$ cat src/rtl/cdc_pkg.sv
// Shared CDC definitions for the handshake transmitter and the receiver.
//   hs_tx_state_t : transmit-side handshake state
//   SYNC_MIN      : minimum synchronizer depth accepted by the CDC blocks
package cdc_pkg;

   typedef enum logic [1:0] {
      IDLE = 2'd0,
      REQ  = 2'd1,
      REL  = 2'd2
   } hs_tx_state_t;

   localparam int SYNC_MIN = 2;

endpackage

$ cat src/rtl/sync_ff.sv
// N-stage single-bit synchronizer. All stages reset to 0.
// Ports:
//   clk_i : destination clock
//   rst_i : asynchronous active-high reset
//   d_i   : asynchronous input
//   q_o   : synchronized output (last stage)
module sync_ff #(
   parameter int N = 2
) (
   input  logic clk_i,
   input  logic rst_i,
   input  logic d_i,
   output logic q_o
);

   logic [N-1:0] sync_q;

   always_ff @(posedge clk_i or posedge rst_i) begin
      if (rst_i) begin
         sync_q <= '0;
      end else begin
         sync_q <= {sync_q[N-2:0], d_i};
      end
   end

   assign q_o = sync_q[N-1];

endmodule

$ cat src/rtl/cdc_hs_tx.sv
// Source end of a 4-phase req/ack clock-domain crossing. A word accepted on
// the valid/ready side is held on ODATA while OREQ is raised; the returning
// IACK is synchronized before use. ODATA only changes on accept, so it is
// stable for the whole request/acknowledge cycle.
//
// Optional feature macro: CDC_HS_TX_TIMEOUT_EN
//   defined   : sticky OERR set after TIMEOUT cycles waiting in REQ
//   undefined : no counter, OERR tied to 0
//
// Ports:
//   CLK    : source clock
//   RST    : asynchronous active-high reset
//   IDATA  : word to transfer
//   IVALID : IDATA valid
//   IREADY : word can be accepted this cycle
//   ODATA  : bundled data toward destination (registered)
//   OREQ   : request toward destination (registered)
//   IACK   : acknowledge from destination (asynchronous)
//   OERR   : sticky acknowledge timeout flag (registered)
//
// state | meaning
// IDLE  | waiting for a word
// REQ   | OREQ high, waiting for synchronized ack to rise
// REL   | OREQ low, waiting for synchronized ack to fall
module cdc_hs_tx
   import cdc_pkg::*;
#(
   parameter int W           = 4,
   parameter int SYNC_STAGES = 2,
   parameter int TIMEOUT     = 255
) (
   input  logic         CLK,
   input  logic         RST,
   input  logic [W-1:0] IDATA,
   input  logic         IVALID,
   output logic         IREADY,
   output logic [W-1:0] ODATA,
   output logic         OREQ,
   input  logic         IACK,
   output logic         OERR
);

   if (SYNC_STAGES < SYNC_MIN) begin : g_sync_chk
      $error("cdc_hs_tx: SYNC_STAGES must be at least %0d", SYNC_MIN);
   end
   if (TIMEOUT < 1) begin : g_timeout_chk
      $error("cdc_hs_tx: TIMEOUT must be at least 1");
   end

   hs_tx_state_t state_q;
   logic [W-1:0] odata_q;
   logic         oreq_q;
   logic         ack_s;
   logic         accept;

   sync_ff #(
      .N (SYNC_STAGES)
   ) u_ack_sync (
      .clk_i (CLK),
      .rst_i (RST),
      .d_i   (IACK),
      .q_o   (ack_s)
   );

   // A stale high ack from a previous handshake must drain before a new
   // request can be raised, otherwise REQ would complete immediately.
   assign IREADY = (state_q == IDLE) && !ack_s;
   assign accept = IVALID && IREADY;

   always_ff @(posedge CLK or posedge RST) begin
      if (RST) begin
         state_q <= IDLE;
         oreq_q  <= 1'b0;
         odata_q <= '0;
      end else begin
         case (state_q)
            IDLE: begin
               if (accept) begin
                  odata_q <= IDATA;
                  oreq_q  <= 1'b1;
                  state_q <= REQ;
               end
            end
            REQ: begin
               if (ack_s) begin
                  oreq_q  <= 1'b0;
                  state_q <= REL;
               end
            end
            REL: begin
               if (!ack_s) begin
                  state_q <= IDLE;
               end
            end
            default: begin
               oreq_q  <= 1'b0;
               state_q <= IDLE;
            end
         endcase
      end
   end

   assign ODATA = odata_q;
   assign OREQ  = oreq_q;

`ifdef CDC_HS_TX_TIMEOUT_EN
   localparam int            CW     = $clog2(TIMEOUT + 1);
   localparam logic [CW-1:0] TO_VAL = CW'(TIMEOUT);

   logic [CW-1:0] cnt_q;
   logic [CW-1:0] cnt_d;
   logic          oerr_q;

   // Counter saturates so a very long wait cannot wrap and look healthy.
   always_comb begin
      cnt_d = cnt_q;
      if (accept) begin
         cnt_d = '0;
      end else if ((state_q == REQ) && (cnt_q != TO_VAL)) begin
         cnt_d = cnt_q + 1'b1;
      end
   end

   always_ff @(posedge CLK or posedge RST) begin
      if (RST) begin
         cnt_q  <= '0;
         oerr_q <= 1'b0;
      end else begin
         cnt_q <= cnt_d;
         if (cnt_d == TO_VAL) begin
            oerr_q <= 1'b1;
         end
      end
   end

   assign OERR = oerr_q;
`else
   assign OERR = 1'b0;
`endif

endmodule
$ cat config.mk
export PLATFORM = sky130hd
export DESIGN_NAME = cdc_hs_tx
export DESIGN_NICKNAME = d
export VERILOG_FILES = /design/src/rtl/cdc_pkg.sv /design/src/rtl/sync_ff.sv /design/src/rtl/cdc_hs_tx.sv
export SDC_FILE = /design/constraint.sdc
export NUM_CORES = 1
export LEC_CHECK = 0
export BUFFER_PORTS_ARGS = -buffer_cell sky130_fd_sc_hd__buf_2
export CAP_MARGIN = 25
export CORE_AREA = 10 10 47 49
export CTS_CLUSTER_DIAMETER = 40
export DETAILED_ROUTE_END_ITERATION = 10
export DIE_AREA = 0 0 57 59
export PLACE_DENSITY = 0.62
export SETUP_SLACK_MARGIN = 0.3
export SLEW_MARGIN = 20
export SYNTH_ARGS = -nofsm -noshare
export SYNTH_HDL_FRONTEND = slang
export SYNTH_SLANG_ARGS = --single-unit
$ cat constraint.sdc
create_clock -name CLK -period 1.2 [get_ports CLK]
set_input_delay 0.12 -clock CLK [delete_from_list [all_inputs] [get_ports CLK]]
set_output_delay 0.12 -clock CLK [all_outputs]
set_load 0.01 [all_outputs]
# ---- Word level (Yosys, flattened, before mapping)
# Index checks and enable logic that the tools add are counted.
dict set report classes {
  n_reduce_logical 7
  mux 7
  n_eq_ne 5
  n_bitwise 1
}
# op n
set ops {}
lappend ops {{two-way mux 2 bit} 3}
lappend ops {{one-hot mux 2 bit (3 select lines)} 1}
lappend ops {{AND reduction 3 bit} 2}
lappend ops {{inequality test 2 bit, second input constant} 2}
lappend ops {{one-hot mux 1 bit (3 select lines)} 1}
lappend ops {{== test 2 x 1 -> 1 bit, second input constant} 1}
lappend ops {{== test 2 bit, second input constant} 1}
lappend ops {{logical AND 1 bit} 2}
lappend ops {{logical NOT 2 bit} 1}
lappend ops {{two-way mux 1 bit} 2}
lappend ops {{inequality test 2 x 1 -> 1 bit, second input constant} 1}
lappend ops {{AND reduction 2 bit} 1}
lappend ops {{logical NOT 1 bit} 1}
lappend ops {{inverter 1 bit} 1}
dict set report word_totals {
  elab_cells 24
  out_inout_bits 7
  input_bits 8
  register_bits 9
}

# ---- Logic depth before layout (Yosys ltp)
dict set report depth {
  word_depth 5
  depth_mapped 2
  ltp_nobuf 2
}

# ---- By module
# Synthesis repeated with hierarchy kept, for this count alone.
dict set report hier_totals {
  cells_unflattened 25
  area_unflattened_um2 355.3
}
# mod cells_each n_inst area_per_inst_um2 seq_area_each_um2
set by_module_without_submodules {}
lappend by_module_without_submodules {cdc_hs_tx 22 1 301.5 175.2}
lappend by_module_without_submodules {sync_ff 3 1 53.8 50.0}

# ---- Least setup slack after synthesis
# No wires, ideal clock.
dict set report synth_path {
  kind {register to register}
  start {register state_q[0]}
  end {register odata_q[0] (netlist: ODATA[0])}
  n_path_buf 0
  path_slack_ns -0.095
  synth_period_minus_slack_ns 1.295
  setup_ns 0.125
  path_stages_with_launch 3
  t_arrival_ns 1.170
  required_time_ns 1.075
  cell_sequence {dfrtp_1 > nor4b_4 > mux2_2}
}
dict set report synth_between {
  elab_chain_len 4
}
# item line_no
set synth_lines {}
lappend synth_lines {{start: declaration} cdc_hs_tx.sv:50} ;# hs_tx_state_t state_q;
lappend synth_lines {{start signal: assignment} cdc_hs_tx.sv:72} ;# state_q <= IDLE;
lappend synth_lines {{start signal: assignment} cdc_hs_tx.sv:81} ;# state_q <= REQ;
lappend synth_lines {{start signal: assignment} cdc_hs_tx.sv:87} ;# state_q <= REL;
lappend synth_lines {{logical NOT 2 bit *} {cdc_hs_tx.sv:67, cdc_hs_tx.sv:76}}
lappend synth_lines {{logical AND 1 bit} cdc_hs_tx.sv:67} ;# assign IREADY = (state_q == IDLE) && !ack_s;
lappend synth_lines {{logical AND 1 bit} cdc_hs_tx.sv:68} ;# assign accept = IVALID && IREADY;
lappend synth_lines {{AND reduction 2 bit (no line) *} -}
lappend synth_lines {{end signal: assignment} cdc_hs_tx.sv:74} ;# odata_q <= '0;
lappend synth_lines {{end signal: assignment} cdc_hs_tx.sv:79} ;# odata_q <= IDATA;
lappend synth_lines {{end: declaration} cdc_hs_tx.sv:51} ;# logic [W-1:0] odata_q;
# Every way passes the cells marked *; elsewhere a longest branch is shown, timed or not.
# A chain may end at the register's enable or synchronous reset.

# ---- Final worst setup path
dict set report layout_path {
  start {register u_ack_sync.sync_q[1]}
  end {register odata_q[0] (netlist: ODATA[0])}
}
dict set report layout_between {
  elab_chain_len 4
}
# item line_no
set layout_lines {}
lappend layout_lines {{start: declaration} sync_ff.sv:16} ;# logic [N-1:0] sync_q;
lappend layout_lines {{start signal: assignment} sync_ff.sv:22} ;# sync_q <= {sync_q[N-2:0], d_i};
lappend layout_lines {{logical NOT 1 bit} -}
lappend layout_lines {{logical AND 1 bit} cdc_hs_tx.sv:67}
lappend layout_lines {{logical AND 1 bit} cdc_hs_tx.sv:68}
lappend layout_lines {{AND reduction 2 bit (no line)} -}
# No other way between the ends.

==> impl_metrics.toml <==
[outcome]
status = "finished, violations left"
violations = "setup timing"

[timing]
layout_setup_ws_ns = -0.0989
fin_skew_ns = 0.00374
post-route-period-util_pct = 108
fmax_mhz = 770
maxSlewViolCount = 0
hold_viol = 0
period_minus_slack_ns = 1.30
rsz0062_at_grt = "true"
finalHoldWorstSlack_ns = 0.0900
setup_violations = 6

[global_routing]
antenna_found_initial = 0
grt_pass1_wl_microns = 1520
grtUsageTotal_pct = 6.01
grt_max_degree = 10
grt_pass1_vias = 335
grt_overflow_total = 0

[logic_synthesis]
syn_area_per_cell_sq_um = 15.0
synthesis.area_sq_um = 359
ys.flop_type = "dfrtp_1"
ys_types = 13
syn-num-nets = 32
ys_seq_area_share_pct = 62.7
synth_warnings = 0
async_reset_ff_share_pct = 100
synth-edff-count = 0
synth_common_cells = "dfrtp_1, mux2_2"
syn_inst = 24
synth_top_cell_by_area = "dfrtp_1"
synth.top_cell.area_share_pct = 62.7
ys_ff_latch = 9
synth_area_leaders = "dfrtp_1, mux2_2, nor4b_4, a211o_2, and2b_2"
synth.most_common_cell = "dfrtp_1"

[drt]
firstDrtPassIters = 1
via_per_inst = 4.15
drc = 0
dr.first_iter.drc_count = 0
drt_wl_total_microns = 901
antenna_left = 0
wl_per_cell_microns = 13.3
via_count = 282

[power]
power.total_uw = 956
p_per_area_mw_per_mm2 = 1600
cellLeakagePower_uw = 0.000307
ir_drop_v = 0.000816

[clock_tree]
cts_made_buffers = 3
clock_path_buffers = 2
cts.clk_slew.worst_paths_ns = 0.06
clockRootBuffer = "clkbuf_4"
cts_tree = "yes"
h-tree-depth = 1
clock_latency_ns = 0.26
clock-sinks = 9

[floorplanning]
initial_utilization_pct = 25.6
die_w_microns = 57
core-area_sq_mm = 0.00140
io_pins = 15
num_rows = 14
dieArea_sq_mm = 0.00336
fp.dieH_microns = 59

[cells_and_area]
num_antenna_cells = 0
final_nets = 61
drive_gt1_share_pct = 67.3
area_delta_synth_final_pct = 66.9

[placed_design]
hpwl_microns = 600
port_buffers = 13
place_congestion = 0.632

[setup_path]
critPathKind = "reg2reg"
r2r_cells = 3
path_cells = "nor4b_4 -> buf_4 -> mux2_4"
crit_path_end_kind = "register"
crit_arrival_ns = 1.44
path_max_fanout = 4
cpPeakStageDelay_ns = 0.40
worstPathRequired_ns = 1.34
slowest_stage = "dfrtp_1"
startpoint_type = "register"

[min_path]
hp-class = "in2reg"
hold_path_depth = 2

[flow_run]
max_cap_viol_count = 0
-- what timing repair did --
item                                   in CTS  in global routing
setup endpoints to repair                  13                 13
pin swaps                                   1                  1
buffers inserted                            2                  4
gates resized for setup                     6                  4
hold buffers                                2                  0
endpoints found under the hold margin      10                  0
-- stage by stage --
stage | instance area (sq um) | instances | TNS (ns) | worst slack (ns) | util [%]
3_3_place_gp | 467 | 56 | -0.388 | -0.103 | 33.3
6_report | 599 | 68 | -0.401 | -0.0989 | 42.8
5_1_grt | 599 | 68 | -0.857 | -0.179 | 42.8
3_5_place_dp | 467 | 56 | -0.498 | -0.128 | 33.3
4_1_cts | 551 | 64 | -0.360 | -0.0880 | 39.3
2_1_floorplan | 359 | 24 | -0.277 | -0.0692 | -
-- critical path: cells and delay by family, from the launching register on --
| family | cells | cell delay, ns |
|---|---|---|
| buffers and inverters | 1 | 0.19 |
| DFF | 1 | 0.40 |
| and+or+nand+nor | 1 | 0.30 |
| muxes | 1 | 0.30 |
-- state kept, by name, summed over array words and instances (netlist names) --
name	flops
OREQ	1
ODATA	4
state_q	2
u_ack_sync.sync_q	2
-- cells by family (layout without fill, tap and decap cells) --
group	Yosys count	after routing	share of synthesized area [%]
flops	9	9	62.7
simple gates	5	5	13.2
mux	4	4	12.5
compound gates	2	2	4.88
buf+inv	2	30	3.14
other cells	1	1	1.04
xor+xnor	1	1	2.44
-- cells in the final DEF, fill, tap and decap left out --
master	instances
buf_2	12
dfrtp_1	9
buf_4	8
mux2_4	4
clkbuf_4	3
buf_6	3
dlygate4sd3_1	2
nor4b_4	1
nor2_4	1
o21a_1	1
nor3_2	1
inv_1	1
and2b_2	1
a211o_2	1
xor2_1	1
and2_1	1
conb_1	1
clkbuf_1	1
-- worst paths after layout --
check                                            end  slack [ns]            startpoint
worst max register to register              ODATA[0]        -0.1  u_ack_sync.sync_q[1]
worst max-delay path                        ODATA[0]        -0.1  u_ack_sync.sync_q[1]
min in group asynchronous                   ODATA[1]        0.37                   RST
max in group asynchronous                       OREQ        0.58                   RST
worst min-delay path                      state_q[0]        0.09                IVALID
worst min register to register  u_ack_sync.sync_q[1]        0.35  u_ack_sync.sync_q[0]
-- power breakdown --
group	internal (uW)	switching (uW)	total (uW)
clock network	128	99.7	228
logic	207	117	324
registers	363	41.5	405
-- area by class of cell --
class                      instances  area, sq um
sequential                         9          225
timing repair buffer              25          174
tap                               16         20.0
multi-input combinational         13          150
inverter                           1         3.75
clock buffer                       4         26.3
fill                             142          802
-- layer usage --
metal  vias up  share of wire [%]  global-route usage, %  wire length (microns)
met1       130                 40                   5.93                    362
met5         -                  0                      0                      0
met2        15                 43                   8.22                    384
li1        135                  -                      -                      -
met3         2                 17                   4.51                    149
met4         0               0.44                   5.03                      4
Note: power is estimated with default switching activity, not from simulation.
